$ cat config.mk
export PLATFORM = sky130hd
export DESIGN_NAME = coin_acceptor_flat
export DESIGN_NICKNAME = d
export VERILOG_FILES = /design/src/rtl/coin_pkg.sv /design/src/rtl/coin_acceptor_if.sv /design/src/rtl/coin_debounce.sv /design/src/rtl/coin_acceptor.sv /design/src/flat_wrapper.sv
export SDC_FILE = /design/constraint.sdc
export NUM_CORES = 1
export LEC_CHECK = 0
export BUFFER_PORTS_ARGS = -buffer_cell sky130_fd_sc_hd__buf_2
export CELL_PAD_IN_SITES_DETAIL_PLACEMENT = 0
export CELL_PAD_IN_SITES_GLOBAL_PLACEMENT = 1
export CORE_UTILIZATION = 39
export DETAILED_ROUTE_END_ITERATION = 8
export HOLD_SLACK_MARGIN = 0.1
export PLACE_DENSITY_LB_ADDON = 0.2
export SETUP_SLACK_MARGIN = 0.15
export SLEW_MARGIN = 15
export SYNTH_ARGS = -nofsm -noshare
export SYNTH_HDL_FRONTEND = slang
export SYNTH_HIERARCHICAL = 1
export SYNTH_SLANG_ARGS = --single-unit
$ cat constraint.sdc
create_clock -name c -period 2.79 [get_ports c]
set_input_delay 0.279 -clock c [delete_from_list [all_inputs] [get_ports c]]
set_output_delay 0.279 -clock c [all_outputs]
set_load 0.02 [all_outputs]
$ cat src/rtl/coin_pkg.sv
// coin_pkg: coin event codes and weights shared with the downstream vending FSM
package coin_pkg;
    typedef enum logic [1:0] {
        COIN_NONE = 2'b00,
        COIN_A    = 2'b01,
        COIN_B    = 2'b10,
        COIN_JAM  = 2'b11
    } coin_t;
    localparam int COIN_W_A = 1;
    localparam int COIN_W_B = 2;
    function automatic logic [7:0] coin_add(input logic [7:0] tot, input logic [1:0] code);
        logic [8:0] sum;
        sum = {1'b0, tot} + (code == COIN_A ? 9'(COIN_W_A) : code == COIN_B ? 9'(COIN_W_B) : 9'd0);
        return sum[8] ? 8'hff : sum[7:0];
    endfunction
endpackage

$ cat src/rtl/coin_acceptor_if.sv
// coin_acceptor_if: coin event valid/ready handshake toward the vending FSM
interface coin_acceptor_if;
    logic out_valid, out_ready, e1, e2;
    modport master(output out_valid, e1, e2, input out_ready);
    modport slave(input out_valid, e1, e2, output out_ready);
endinterface

$ cat src/rtl/coin_debounce.sv
// coin_debounce: 2-flop synchroniser, stability counter and rising-edge pulse for one sensor
module coin_debounce #(
    parameter int DEB_CYCLES = 4
) (
    input  logic c,
    input  logic r,
    input  logic raw,
    output logic rise
);
    localparam int CW = $clog2(DEB_CYCLES + 1);
    logic sync1_q, sync1_d, sync2_q, sync2_d, deb_q, deb_d, upd;
    logic [CW-1:0] cnt_q, cnt_d;
    always_comb begin
        sync1_d = raw;
        sync2_d = sync1_q;
        upd     = sync2_q != deb_q && cnt_q == CW'(DEB_CYCLES - 1);
        cnt_d   = (sync2_q == deb_q || upd) ? '0 : cnt_q + CW'(1);
        deb_d   = upd ? sync2_q : deb_q;
        rise    = upd & sync2_q;
    end
    always_ff @(posedge c) begin
        if (r) begin
            sync1_q <= 1'b0;
            sync2_q <= 1'b0;
            deb_q   <= 1'b0;
            cnt_q   <= '0;
        end else begin
            sync1_q <= sync1_d;
            sync2_q <= sync2_d;
            deb_q   <= deb_d;
            cnt_q   <= cnt_d;
        end
    end
endmodule

$ cat src/rtl/coin_acceptor.sv
// coin_acceptor: debounced coin sensors -> event FIFO -> {e2,e1} valid/ready stream.
// Define COIN_ACCEPTOR_TOTAL_EN to add the saturating credit_total counter with clr_total.
module coin_acceptor
    import coin_pkg::*;
#(
    parameter int DEB_CYCLES = 4,
    parameter int FIFO_DEPTH = 4
) (
    input  logic c,
    input  logic r,
    input  logic coin_a_raw,
    input  logic coin_b_raw,
    coin_acceptor_if.master o,
    output logic overflow
`ifdef COIN_ACCEPTOR_TOTAL_EN
    ,
    input  logic       clr_total,
    output logic [7:0] credit_total
`endif
);
    localparam int AW = $clog2(FIFO_DEPTH);
    logic rise_a, rise_b, empty, full, pop, push, ovf_q, ovf_d;
    logic [1:0] code;
    logic [1:0] mem_q [FIFO_DEPTH];
    logic [1:0] mem_d [FIFO_DEPTH];
    logic [AW:0] wp_q, wp_d, rp_q, rp_d;
    coin_debounce #(.DEB_CYCLES(DEB_CYCLES)) u_deb_a (.c(c), .r(r), .raw(coin_a_raw), .rise(rise_a));
    coin_debounce #(.DEB_CYCLES(DEB_CYCLES)) u_deb_b (.c(c), .r(r), .raw(coin_b_raw), .rise(rise_b));
    // A full FIFO still accepts a push when the head leaves on the same edge
    always_comb begin
        code  = {rise_b, rise_a};
        empty = wp_q == rp_q;
        full  = wp_q[AW] != rp_q[AW] && wp_q[AW-1:0] == rp_q[AW-1:0];
        pop   = !empty && o.out_ready;
        push  = code != COIN_NONE && (!full || pop);
        mem_d = mem_q;
        if (push) mem_d[wp_q[AW-1:0]] = code;
        wp_d  = wp_q + (AW+1)'(push);
        rp_d  = rp_q + (AW+1)'(pop);
        ovf_d = ovf_q | (code != COIN_NONE && full && !pop);
    end
    always_ff @(posedge c) begin
        if (r) begin
            mem_q <= '{default: '0};
            wp_q  <= '0;
            rp_q  <= '0;
            ovf_q <= 1'b0;
        end else begin
            mem_q <= mem_d;
            wp_q  <= wp_d;
            rp_q  <= rp_d;
            ovf_q <= ovf_d;
        end
    end
    assign o.out_valid    = !empty;
    assign {o.e2, o.e1}   = empty ? COIN_NONE : mem_q[rp_q[AW-1:0]];
    assign overflow       = ovf_q;
`ifdef COIN_ACCEPTOR_TOTAL_EN
    logic [7:0] total_q, total_d;
    always_comb total_d = clr_total ? 8'd0 : push ? coin_add(total_q, code) : total_q;
    always_ff @(posedge c) total_q <= r ? 8'd0 : total_d;
    assign credit_total = total_q;
`endif
endmodule

$ cat src/flat_wrapper.sv
// flat-port wrapper written by rule: the top's interface ports become plain ports
module coin_acceptor_flat import coin_pkg::*;
#(
    parameter int DEB_CYCLES = 4,
    parameter int FIFO_DEPTH = 4
)
  (c, r, coin_a_raw, coin_b_raw, overflow, o_out_valid, o_e1, o_e2, o_out_ready);
  coin_acceptor_if o_i ();
  input  logic c;
  input  logic r;
  input  logic coin_a_raw;
  input  logic coin_b_raw;
  output logic overflow;
  output wire logic [$bits(o_i.out_valid)-1:0] o_out_valid;
  output wire logic [$bits(o_i.e1)-1:0] o_e1;
  output wire logic [$bits(o_i.e2)-1:0] o_e2;
  input wire logic [$bits(o_i.out_ready)-1:0] o_out_ready;
  assign o_out_valid = o_i.out_valid;
  assign o_e1 = o_i.e1;
  assign o_e2 = o_i.e2;
  assign o_i.out_ready = o_out_ready;
  coin_acceptor #(.DEB_CYCLES(DEB_CYCLES), .FIFO_DEPTH(FIFO_DEPTH)) u_core (.c(c), .r(r), .coin_a_raw(coin_a_raw), .coin_b_raw(coin_b_raw), .o(o_i), .overflow(overflow));
endmodule
==> impl_metrics.toml <==
[worst_setup_path]
cp_cell_sequence = "xor2_2, nor2_1, nand2_1, and2_1, buf_2"
crit_arrival_ns = 1.79
crit_family = "flip-flops"
startpoint_type = "register"
slowest_delay_ns = 0.57
critPathKind = "reg2out"
crit_slowest_cell = "dfxtp_1"
required_ns = 2.51
r2r_end = "u_core/wp_q[2]"
cp-end-kind = "primary output"
reg2reg_setup_slack_ns = 0.82
reg2reg_depth = 7
crit_path_max_fanout = 10
cp_num_buf_inv = 1
reg2reg_from = "u_core/wp_q[1]"

[power]
powerDensity_nw_per_um2 = 437.7
ir_drop_v = 0.0002317
p_leak_nw = 0.5225
power.total_mw = 0.5876

[yosys]
yosysWarnings = 6
ys_top_cells_by_area = "dfxtp_1, ha_1, mux4_1, o41ai_1, a21oi_1"
syn_nets = 129
synthDistinctLibCells = 29
syn-cell-area_um2 = 1244
synth_top_area_cell = "dfxtp_1"
ys_ff_latch = 27
synth-async-reset-ratio = 0
synth_edf_count = 0
ys.flop_type = "dfxtp_1"
synth_top_area_frac = 0.4346
yosys-top-cells-count = "dfxtp_1, a21oi_1, nand2_1"
syn_area_per_cell_um2 = 10.72
syn_inst = 116
synth-seq-area-share = 0.4346
synth.most_common_cell = "dfxtp_1"

[clock_tree]
cts_tree = "yes"
cts_sinks = 27
cts.clk_slew.worst_paths_ns = 0.16
ctsRootBufferMaster = "clkbuf_4"
cts_hold_buf = 0
clk_latency_ns = 0.33
cts_max_level = 1
cts.path.max_buffers = 2
cts_setup_buffers = 0
cts_made_buffers = 3
ctsResizeCount = 0

[timing]
rsz0062_at_grt = "false"
timing.final.hold_violations = 0
drv_slew = 0
fmax_ghz = 0.4823
max_slew.worst_pin.slew_ns = 0.5073
finalSetupViolations = 0
fin_setup_tns_ns = 0
fin_worst_skew_ns = 0.01665
min_period_ns = 2.073
fin_crit_sh = 0.7431
slew_headroom = 0.6618

[drt]
drt-total-wl_um = 2106
post_drt_wl_per_cell_um = 12.54
vias_per_cell = 5.071
vias = 852
drc = 0
drt-initial-drc-count = 15
drt-pass1-iter-count = 4
antenna_left = 0

[global_route]
antenna_found_initial = 0
grt_overflow = 0
busiest_layer = "met2"
gr-usage-all-layers = 0.1412
grt_max_degree = 29
grt_use_met3 = 0.01978
met1_usage = 0.1862
grt_pass1_wl_um = 3629
grt_pass1_vias = 803
grt_util_met2 = 0.2266

[hold_path]
min_path_cells = 2
holdPathEnd = "u_core/u_deb_a/sync1_q"
hp-class = "in2reg"
hp-start = "coin_a_raw"

[cells_and_area]
fillers = 297
num-nets-final = 138
seq_area_um2 = 540.5
multi_input_area_um2 = 660.6
n_antenna_cell = 0
drive_gt1_frac = 0.1774
instances_no_fill = 168
area_delta_synth_final_pct = 7.948

[floorplanning]
initial_core_util = 0.4107
die-area_um2 = 3419
die_y_um = 58.47
die_width_um = 58.47
core_um2 = 3028
floorplan.rows = 20
ios = 9

[place]
routabilityCongestion = 0.7087
dp_cells = 164
place_hpwl_um = 1467
io_buffers = 8

[job]
drv_cap = 0

[status]
outcome = "complete, no violations"
## through the flow
step                cell area, µm²  setup slack, ns    util  hold slack (ns)
floorplan                     1244           0.9744       -           0.3481
CTS                           1343           0.7132  0.4434           0.1301
finish                        1343           0.7168  0.4434           0.1391
global placement              1311           0.8866  0.4331           0.4146
global route                  1343           0.5497  0.4434           0.1074
detailed placement            1311           0.8391  0.4331           0.4213
## cell usage in the layout (no fill, tap or decap), drive strengths merged, types with 3 or more instances in the layout
| cell | instances |
|---|---|
| a21oi | 10 |
| and2 | 3 |
| and3b | 4 |
| buf | 8 |
| clkbuf | 3 |
| dfxtp | 27 |
| ha | 8 |
| inv | 5 |
| nand2 | 9 |
| nor2 | 7 |
| nor2b | 8 |
| nor4 | 5 |
| o41ai | 6 |
| xnor2 | 5 |
## report_power, final
group | leakage (nW) | switching (mW) | internal (mW)
clock network | 0.0183 | 0.123 | 0.0584
registers | 0.218 | 0.00141 | 0.389
logic | 0.286 | 0.0105 | 0.00512
## flip-flops by register name (all words and copies together) (netlist names), 3 cells and up
register	count
u_core/rp_q	3
u_core/mem_q	8
u_core/wp_q	3
u_core/u_deb_b/cnt_q	3
u_core/u_deb_a/cnt_q	3
## routing by layer
layer,part of all wire,up-vias
met2,0.45,9
met3,0.022,2
li1,-,431
met1,0.52,410
met5,0,-
met4,0.0081,0
## cell type report
cell class              instances  share of cell area
clock buffers                   3             0.01678
inverters                       4             0.01118
flip-flops and latches         27              0.4026
multi-input cells              81              0.4921
well taps                      44             0.04101
repair buffers                  8             0.02982
clock inverters                 1            0.006524
## worst max-delay path by stage
stage                    from             end  slack [ns]  cells after the start
5_1_grt        u_core/wp_q[0]            o_e2        0.55                      5
3_5_place_dp   u_core/wp_q[1]  u_core/wp_q[2]        0.84                      7
2_1_floorplan  u_core/wp_q[0]  u_core/rp_q[2]        0.97                      9
3_3_place_gp   u_core/wp_q[1]  u_core/wp_q[2]        0.89                      7
6_report       u_core/wp_q[0]            o_e2        0.72                      5
4_1_cts        u_core/wp_q[0]            o_e1        0.71                      5
## cell families after synthesis
family                     after synthesis  share of synthesized area
AOI/OAI and AO/OA                       19                    0.09759
xor gates and xnor gates                 7                    0.07647
adders and majority gates                8                    0.08049
buffers and inverters                    8                    0.03420
DFF                                     27                     0.4346
muxes                                    2                    0.04225
and+or+nand+nor                         45                     0.2344
(Power assumes the default switching activity.)
